===== config.mk =====
export PLATFORM = sky130hd
export DESIGN_NAME = mul_sequencer
export DESIGN_NICKNAME = d
export VERILOG_FILES = /design/src/rtl/mul_sequencer.sv
export SDC_FILE = /design/constraint.sdc
export NUM_CORES = 1
export LEC_CHECK = 0
export ABC_CLOCK_PERIOD_IN_PS = 2600
export BUFFER_PORTS_ARGS = -buffer_cell sky130_fd_sc_hd__buf_2
export CAP_MARGIN = 20
export CORE_MARGIN = 4
export CORE_UTILIZATION = 52
export CTS_CLUSTER_DIAMETER = 120
export DETAILED_ROUTE_END_ITERATION = 16
export HOLD_SLACK_MARGIN = 0.06
export PLACE_DENSITY = 0.81
export SETUP_SLACK_MARGIN = 0.3
export SLEW_MARGIN = 20
export SYNTH_ARGS = -nofsm -noshare
export SYNTH_HDL_FRONTEND = slang
export SYNTH_SLANG_ARGS = --single-unit

===== constraint.sdc =====
create_clock -name clk_i -period 2.6 [get_ports clk_i]
set_input_delay 0.39 -clock clk_i [delete_from_list [all_inputs] [get_ports clk_i]]
set_output_delay 0.39 -clock clk_i [all_outputs]
set_load 0.02 [all_outputs]

===== src/rtl/mul_sequencer.sv =====
// mul_sequencer: multi-cycle radix-2 shift-add multiply controller for the EX stage.
// Stalls the front of the pipeline while the product is formed, then presents
// the low XLEN bits of the product for exactly one pipeline advance.
module mul_sequencer #(
  parameter int unsigned XLEN       = 32,
  parameter logic [3:0]  MUL_CTRL   = 4'b1010,
  parameter bit          EARLY_EXIT = 1'b1
) (
  input  logic            clk_i,
  input  logic            rst_i,
  input  logic            valid_i,
  input  logic [3:0]      ALUCtrl_i,
  input  logic [XLEN-1:0] data1_i,
  input  logic [XLEN-1:0] data2_i,
  input  logic            hold_i,
  input  logic            flush_i,
  output logic            stall_o,
  output logic            done_o,
  output logic [XLEN-1:0] result_o,
  output logic            busy_o
);

  localparam int unsigned CNT_W = $clog2(XLEN + 1);

  localparam logic [1:0] S_IDLE = 2'd0;
  localparam logic [1:0] S_BUSY = 2'd1;
  localparam logic [1:0] S_DONE = 2'd2;

  logic [1:0]      state_q,  state_d;
  logic [XLEN-1:0] acc_q,    acc_d;
  logic [XLEN-1:0] mcand_q,  mcand_d;
  logic [XLEN-1:0] mplier_q, mplier_d;
  logic [CNT_W-1:0] count_q, count_d;
  logic [XLEN-1:0] result_q, result_d;

  logic            start;
  logic [XLEN-1:0] acc_step;
  logic            last_step;

  // A MUL in EX that has not been squashed kicks off a new sequence.
  assign start = valid_i & (ALUCtrl_i == MUL_CTRL) & ~flush_i;

  // One shift-add step: accumulate when the current multiplier bit is set.
  assign acc_step = mplier_q[0] ? (acc_q + mcand_q) : acc_q;

  // Finish after XLEN steps, or once no multiplier bits remain to be consumed.
  assign last_step = (count_q == CNT_W'(1)) ||
                     (EARLY_EXIT && (mplier_q[XLEN-1:1] == '0));

  // Next-state and output decode.
  always_comb begin
    state_d  = state_q;
    acc_d    = acc_q;
    mcand_d  = mcand_q;
    mplier_d = mplier_q;
    count_d  = count_q;
    result_d = result_q;
    stall_o  = 1'b0;
    done_o   = 1'b0;

    case (state_q)
      S_IDLE: begin
        stall_o = start;
        if (start) begin
          acc_d    = '0;
          mcand_d  = data1_i;
          mplier_d = data2_i;
          count_d  = CNT_W'(XLEN);
          state_d  = S_BUSY;
        end
      end

      S_BUSY: begin
        if (flush_i) begin
          state_d = S_IDLE;
        end else begin
          stall_o  = 1'b1;
          acc_d    = acc_step;
          mcand_d  = mcand_q << 1;
          mplier_d = mplier_q >> 1;
          count_d  = count_q - CNT_W'(1);
          if (last_step) begin
            result_d = acc_step;
            state_d  = S_DONE;
          end
        end
      end

      S_DONE: begin
        if (flush_i) begin
          state_d = S_IDLE;
        end else begin
          done_o = 1'b1;
          // Pipeline advances unless frozen; the result is consumed exactly once.
          if (!hold_i) begin
            state_d = S_IDLE;
          end
        end
      end

      default: begin
        state_d = S_IDLE;
      end
    endcase
  end

  // State and datapath registers with synchronous reset.
  always_ff @(posedge clk_i) begin
    if (rst_i) begin
      state_q  <= S_IDLE;
      acc_q    <= '0;
      mcand_q  <= '0;
      mplier_q <= '0;
      count_q  <= '0;
      result_q <= '0;
    end else begin
      state_q  <= state_d;
      acc_q    <= acc_d;
      mcand_q  <= mcand_d;
      mplier_q <= mplier_d;
      count_q  <= count_d;
      result_q <= result_d;
    end
  end

  assign busy_o   = (state_q == S_BUSY);
  assign result_o = result_q;

endmodule

==> reports/qor.log, run 1 <==
INFO  timing         fin_ws=-272ps
INFO  yosys          synth.avg_cell_area=8.38um2
INFO  timing         fin_worst_skew=9.49ps
INFO  drt            drt-wirelength-per-cell=19.1um
INFO  yosys          synth_edf_count=0
INFO  clock_tree     clock_sinks=136
INFO  clock_tree     worst_skew_pair.late_latency=430ps
INFO  clock_tree     tritoncts=done
INFO  yosys          cell_type_contributing_the_most_total_cell_area_after_synthesis=dfxtp_1
INFO  global_routing first_global_vias=7087
INFO  setup_path     worstSetupPathType=flip-flop to flip-flop
INFO  place          gp_congestion=0.904
INFO  yosys          synth_largest_type_area_fraction=36.8%
INFO  setup_path     start_kind=flip-flop
INFO  global_routing antenna_found_initial=0
INFO  timing         timing.slew.headroom=23.9%
INFO  timing         timing.final.max_slew_violations=0
INFO  outcome        failing_checks=negative setup slack
INFO  final_layout   n_antenna_cell=0
INFO  drt            via_count=7565
INFO  final_layout   area_growth_syn_to_layout=34.4%
INFO  timing         grt_setup_unrepaired=true
INFO  job            maxCapViolations=0
INFO  global_routing overflow=0
INFO  global_routing grt_use_total=26.1%
INFO  power          worst_ir_drop_vdd=0.460mV
INFO  timing         post-route-period-util=110%
INFO  hold_path      worst_min_delay_path_category=input pin to flip-flop
INFO  drt            drt-pass1-iter-count=5
INFO  place          dp.final_hpwl=13900um
INFO  timing         clock.fmax=348MHz
INFO  outcome        run_status=finished, violations left
INFO  clock_tree     cts_max_level=4
INFO  floorplan      die-area=16200um2
INFO  drt            initial_drt_markers=725
INFO  setup_path     critical_path.max_fanout=2
INFO  yosys          synth_flop_cell=dfxtp_1
INFO  power          p_per_area=510nW/um2
INFO  floorplan      die_w=127um
INFO  clock_tree     cts_inserted_buffers=17
INFO  floorplan      core.rowCount=43
INFO  place          place.port_buffers=107
INFO  clock_tree     clkTransAtPathRegs=60ps
INFO  final_layout   layout.nets=1128
INFO  drt            wl=23200um
INFO  yosys          yosys_warnings=0
INFO  final_layout   multiInputGateArea=5050um2
INFO  floorplan      floorplan.io_pins=108
INFO  final_layout   fin_cells=1213
INFO  timing         worst_pin_slew=1140ps
INFO  yosys          synthTopCellsByArea=dfxtp_1 37%, mux2i_1 8.8%, a211oi_1 6.7%
INFO  setup_path     arrival=3190ps
INFO  power          p_leak=0.00425uW
INFO  yosys          syn_inst_count=883
INFO  clock_tree     cts_hold_repair.buffers=0
INFO  final_layout   finish.utilization=71.4%
INFO  floorplan      die_y=127um
INFO  clock_tree     max-clock-path-buffers=2
INFO  place          dp.cells=1146
INFO  clock_tree     cts-root-buf=clkbuf_16
INFO  timing         final.min_clock_period=2870ps
INFO  setup_path     endpoint_kind=flip-flop
INFO  final_layout   sequential_cell_area=2760um2
INFO  floorplan      fp.coreArea=13900um2
INFO  yosys          synth_fp_nets=990
INFO  final_layout   drive_gt1_share=32.5%
INFO  timing         final_hold_viol_count=0
INFO  global_routing maximum_number_of_pins_on_one_net_before_global_route_repair=88
INFO  yosys          async_flop_share=0%
INFO  timing         final-setup-viol-count=11
INFO  yosys          synth.cell_area=7400um2
INFO  setup_path     cp.required=2910ps
INFO  yosys          yosys_register_bits=136
INFO  global_routing grt_first_pass_wirelength=34800um
INFO  floorplan      initial_core_util=53.1%
INFO  drt            antenna_violating_nets_post_route=0
INFO  drt            drc_errors=0
INFO  final_layout   fillerInstances=964
INFO  drt            via_cell_ratio=6.24
INFO  yosys          ys_seq_area_share=36.8%
INFO  yosys          synth_cell_type_count=68
-- cell type report --
type                    count  area share (%)
clock buffers              20            4.49
inverters                  15           0.591
repair buffers            183            12.1
well taps                 180            2.26
clock inverters            11            1.98
flip-flops and latches    136            27.7
multi-input cells         668            50.8
-- power by group --
part / leakage, uW / switching [uW] / total [uW] / internal (uW)
combinational: 0.00283 / 149 / 262 / 113
sequential: 0.00111 / 18.0 / 2120 / 2100
clock: 0.000307 / 962 / 2690 / 1730
-- timing repair --
item / CTS / global route
resized for setup: 74 / 71
pin swaps: 39 / 58
setup endpoints to repair: 46 / 50
setup buffers: 20 / 16
-- placed cells by master (no fill, tap or decap), drive strengths merged, types with 2 or more instances in the layout --
cell type	n
clkinv	4
a311oi	2
o221ai	3
a21o	14
a41o	3
inv	15
clkbuf	20
and2	7
nor2b	3
dfxtp	136
xor2	8
nand4	8
nand2b	2
ha	33
nor2	121
xnor2	21
buf	183
nand2	60
clkinvlp	2
a22oi	27
bufinv	5
a31oi	5
and3	5
nor3	18
o21ai	35
a211oi	69
mux2i	65
a21oi	86
or3	3
a32o	4
nand3	19
o211ai	3
a221oi	2
nand3b	6
nor4	9
o21bai	4
-- metrics by stage --
| stage | cell area [um2] | setup WS, ps | TNS (ps) | total power, uW | hold WS (ps) |
|---|---|---|---|---|---|
| finish | 9940 | -272 | -1270 | 5070 | 160 |
| global route | 9940 | -336 | -2730 | 5180 | 178 |
| CTS | 9490 | -85.5 | -104 | 5050 | 153 |
| detailed placement | 8340 | -163 | -284 | 2410 | 461 |
| global placement | 8340 | -108 | -140 | 2400 | 454 |
| floorplan | 7460 | -80.3 | -85.7 | 2300 | 452 |
-- state kept, by name (all words and copies together) (netlist names) --
| signal | flops |
|---|---|
| mcand_q | 32 |
| state_q | 2 |
| result_o | 32 |
| count_q | 6 |
| acc_q | 32 |
| mplier_q | 32 |
-- critical path: stages, from the launching register on --
cell and delay, ps:
dfxtp_2 340, ha_4 170, fa_2 410, a211oi_2 240, o211ai_1 220, a211oi_2 320
o21ai_2 110, a221oi_2 330, o21ai_1 130, xor2_1 190, o311a_1 300
-- worst paths after layout --
kind | cells after the start | slack (ps) | from | endpoint
worst max-delay path | 10 | -270 | mcand_q[0] | result_o[28]
worst min-delay path | 2 | 160 | hold_i | state_q[0]
worst max register to register | 10 | -270 | mcand_q[0] | result_o[28]
worst min register to register | 2 | 470 | result_o[29] | result_o[29]
-- cell families after synthesis --
logic type               Yosys count  synth area share [%]
AO/OA/AOI/OAI                    274                  24.7
XOR/XNOR                          29                  3.43
adder cells (fa/ha/maj)           34                  5.85
buffers and inverters             79                  4.11
flip-flops                       136                  36.8
multiplexers                      65                  8.79
AND/OR/NAND/NOR                  266                  16.3
-- routing by layer --
metal	share of wire (%)	track usage (%)	vias up	wire length [um]
met2	50	43.9	377	11500
met5	0	0	-	0
met4	2.7	10.3	0	622
met1	40	33.2	3623	9250
li1	-	-	3509	-
met3	7.6	4.72	56	1770
-- cell usage after synthesis, types with 8 or more instances --
master	count
o21ai_0	31
a21o_1	14
nor4_1	9
dfxtp_1	136
inv_1	13
nor3_1	18
a211oi_1	66
a21oi_1	85
mux2i_1	65
nand3_1	19
ha_1	33
nand2_1	58
xor2_1	8
nor2_1	121
xnor2_1	21
a22oi_1	27
clkbuf_1	54
Power figures use the tool's default switching activity.
==> run 2, diff against run 1 <==
--- a/config.mk
+++ b/config.mk
@@ -8,13 +8,13 @@
 export ABC_CLOCK_PERIOD_IN_PS = 2600
 export BUFFER_PORTS_ARGS = -buffer_cell sky130_fd_sc_hd__buf_2
 export CAP_MARGIN = 20
-export CORE_MARGIN = 4
 export CORE_UTILIZATION = 52
 export CTS_CLUSTER_DIAMETER = 120
 export DETAILED_ROUTE_END_ITERATION = 16
 export HOLD_SLACK_MARGIN = 0.06
 export PLACE_DENSITY = 0.81
 export SETUP_SLACK_MARGIN = 0.3
+export SKIP_CTS_REPAIR_TIMING = 1
 export SLEW_MARGIN = 20
 export SYNTH_ARGS = -nofsm -noshare
 export SYNTH_HDL_FRONTEND = slang
==> reports/qor.log, run 2 (synthesized netlist as in run 1, its figures left out) <==
INFO  outcome        run_status=finished, violations left
INFO  outcome        failing_checks=negative setup slack
INFO  place          place.port_buffers=107 [unchanged]
INFO  timing         fin_worst_skew=9.26ps [-0.235 ps]
INFO  drt            initial_drt_markers=697 [-3.9%]
INFO  place          gp_congestion=0.917 [+1.4%]
INFO  power          p_per_area=507nW/um2 [-0.50%]
INFO  setup_path     start_kind=flip-flop
INFO  power          p_leak=0.00415uW [-2.3%]
INFO  timing         fin_ws=-152ps [+120 ps]
INFO  final_layout   area_growth_syn_to_layout=31.7%
INFO  final_layout   final_cell_area=9750um2 [-2.0%]
INFO  timing         timing.slew.headroom=26.0% [+2.1 points]
INFO  setup_path     endpoint_kind=flip-flop
INFO  clock_tree     clkTransAtPathRegs=60ps [about the same]
INFO  global_routing first_global_vias=6508 [-8.2%]
INFO  job            maxCapViolations=0 [unchanged]
INFO  setup_path     critical_path.max_fanout=3 [+1]
INFO  timing         final-setup-viol-count=6 [-5]
INFO  timing         clock.fmax=363MHz [+4.4%]
INFO  final_layout   layout.cells.most_common=nor2_1
INFO  global_routing maximum_number_of_pins_on_one_net_before_global_route_repair=71 [-19%]
INFO  floorplan      die_y=121um [-4.7%]
INFO  timing         finalHoldWorstSlack=157ps [-3.05 ps]
INFO  drt            antenna_violating_nets_post_route=0 [unchanged]
INFO  power          worst_ir_drop_vdd=0.439mV [-4.4%]
INFO  floorplan      die_w=121um [-4.7%]
INFO  setup_path     worstSetupPathType=flip-flop to flip-flop
INFO  setup_path     arrival=3070ps [-120 ps]
INFO  drt            via_count=7409 [-2.1%]
INFO  hold_path      worst_min_delay_path_category=input pin to flip-flop
INFO  clock_tree     cts-root-buf=clkbuf_16
INFO  clock_tree     tritoncts=done
INFO  timing         worst_pin_slew=1110ps [-31.8 ps]
INFO  place          dp.final_hpwl=13400um [-4.1%]
INFO  clock_tree     cts_inserted_buffers=17 [unchanged]
INFO  timing         final.min_clock_period=2750ps [-120 ps]
INFO  floorplan      fp.coreArea=13900um2 [-0.39%]
INFO  drt            drt-wirelength-per-cell=18.4um [-3.6%]
INFO  timing         final_hold_viol_count=0 [unchanged]
INFO  setup_path     cp.required=2910ps [about the same]
INFO  clock_tree     cts_max_level=4 [unchanged]
INFO  floorplan      initial_core_util=53.3% [+0.21 points]
INFO  final_layout   layout_common_cells=120 x nor2_1, 118 x dfxtp_1, 106 x buf_2, 73 x a21oi_1, 63 x mux2i_1
INFO  clock_tree     max-clock-path-buffers=2 [unchanged]
INFO  setup_path     setup.reg_to_reg.worst_slack=-150ps [+120 ps]
INFO  clock_tree     worst_skew_pair.late_latency=430ps [about the same]
INFO  clock_tree     clock_sinks=136 [unchanged]
INFO  place          placement.cell_area=8330um2 [about the same]
INFO  timing         post-route-period-util=106% [-4.6 points]
INFO  timing         timing.final.max_slew_violations=0 [unchanged]
INFO  final_layout   n_antenna_cell=0 [unchanged]
INFO  global_routing grt_first_pass_wirelength=31700um [-9.0%]
INFO  floorplan      floorplan.io_pins=108 [unchanged]
INFO  timing         grt_setup_unrepaired=true
INFO  final_layout   layout.nets=1118 [-0.89%]
INFO  drt            drc_errors=0 [unchanged]
INFO  floorplan      core.rowCount=43 [unchanged]
INFO  final_layout   drive_gt1_share=30.4% [-2.1 points]
INFO  global_routing grt_use_total=27.2% [+1.1 points]
INFO  place          dp.cells=1149 [+0.26%]
INFO  final_layout   fin_cells=1202 [-0.91%]
INFO  drt            wl=22200um [-4.5%]
INFO  drt            drt-pass1-iter-count=5 [unchanged]
INFO  global_routing antenna_found_initial=0 [unchanged]
INFO  floorplan      die-area=14700um2 [-9.2%]
INFO  global_routing overflow=0 [unchanged]
INFO  drt            via_cell_ratio=6.16 [-1.2%]
==> run 2: cell types whose count changed in the layout (fill, tap and decap cells not counted), sizes merged <==
| cell | change |
|---|---|
| clkinvlp | +1 |
| buf | -10 |
| clkbuf | -1 |
| bufinv | -1 |
==> run 2: metal layers <==
| layer | vias to the layer above | part of all wire (%) | routed length, um | global-route usage (%) |
|---|---|---|---|---|
| met1 | 3541 | 42 | 9410 | 36.3 |
| met4 | 0 | 2.9 | 636 | 8.87 |
| li1 | 3486 | - | - | - |
| met3 | 63 | 6.3 | 1400 | 5.17 |
| met5 | - | 0 | 0 | 0 |
| met2 | 319 | 48 | 10700 | 43.9 |
==> run 2: final timing paths <==
kind | start | to | depth (start not counted)
setup / recovery | acc_q[0] | result_o[28] | 10
hold / removal | hold_i | state_q[0] | 2
setup reg to reg | acc_q[0] | result_o[28] | 10
hold reg to reg | result_o[29] | result_o[29] | 2
==> run 2: stage by stage <==
stage | power (uW) | TNS [ps] | util [%] | setup slack, ps
global route | 5070 | -1710 | 70.2 | -309
global placement | 2400 | -81.9 | 60.0 | -46.8
floorplan | 2300 | -85.7 | - | -80.3
detailed placement | 2410 | -359 | 60.0 | -175
finish | 4940 | -425 | 70.2 | -152
CTS | 4930 | -459 | 64.5 | -207
==> run 2: where the power goes <==
group	internal [uW]	switching (uW)	leakage, uW
sequential	2100	17.6	0.00111
combinational	114	143	0.00275
clock	1620	948	0.000292
==> run 2: worst max-delay path, stage by stage (launching register included) <==
cell and delay, ps:
dfxtp_2 340, ha_4 160, fa_2 370, a211oi_2 230, o211ai_1 200, a211oi_2 300
o21ai_2 100, a221oi_2 310, o21ai_1 150, xor2_1 190, o311a_1 290
==> run 2: final cells by class <==
type	count	area, um2
Fill cell	994	4130
Inverter	15	58.8
Timing Repair Buffer	173	1100
Tap cell	180	225
Multi-Input combinational cell	668	4990
Sequential cell	136	2760
Clock buffer	19	443
Clock inverter	11	174
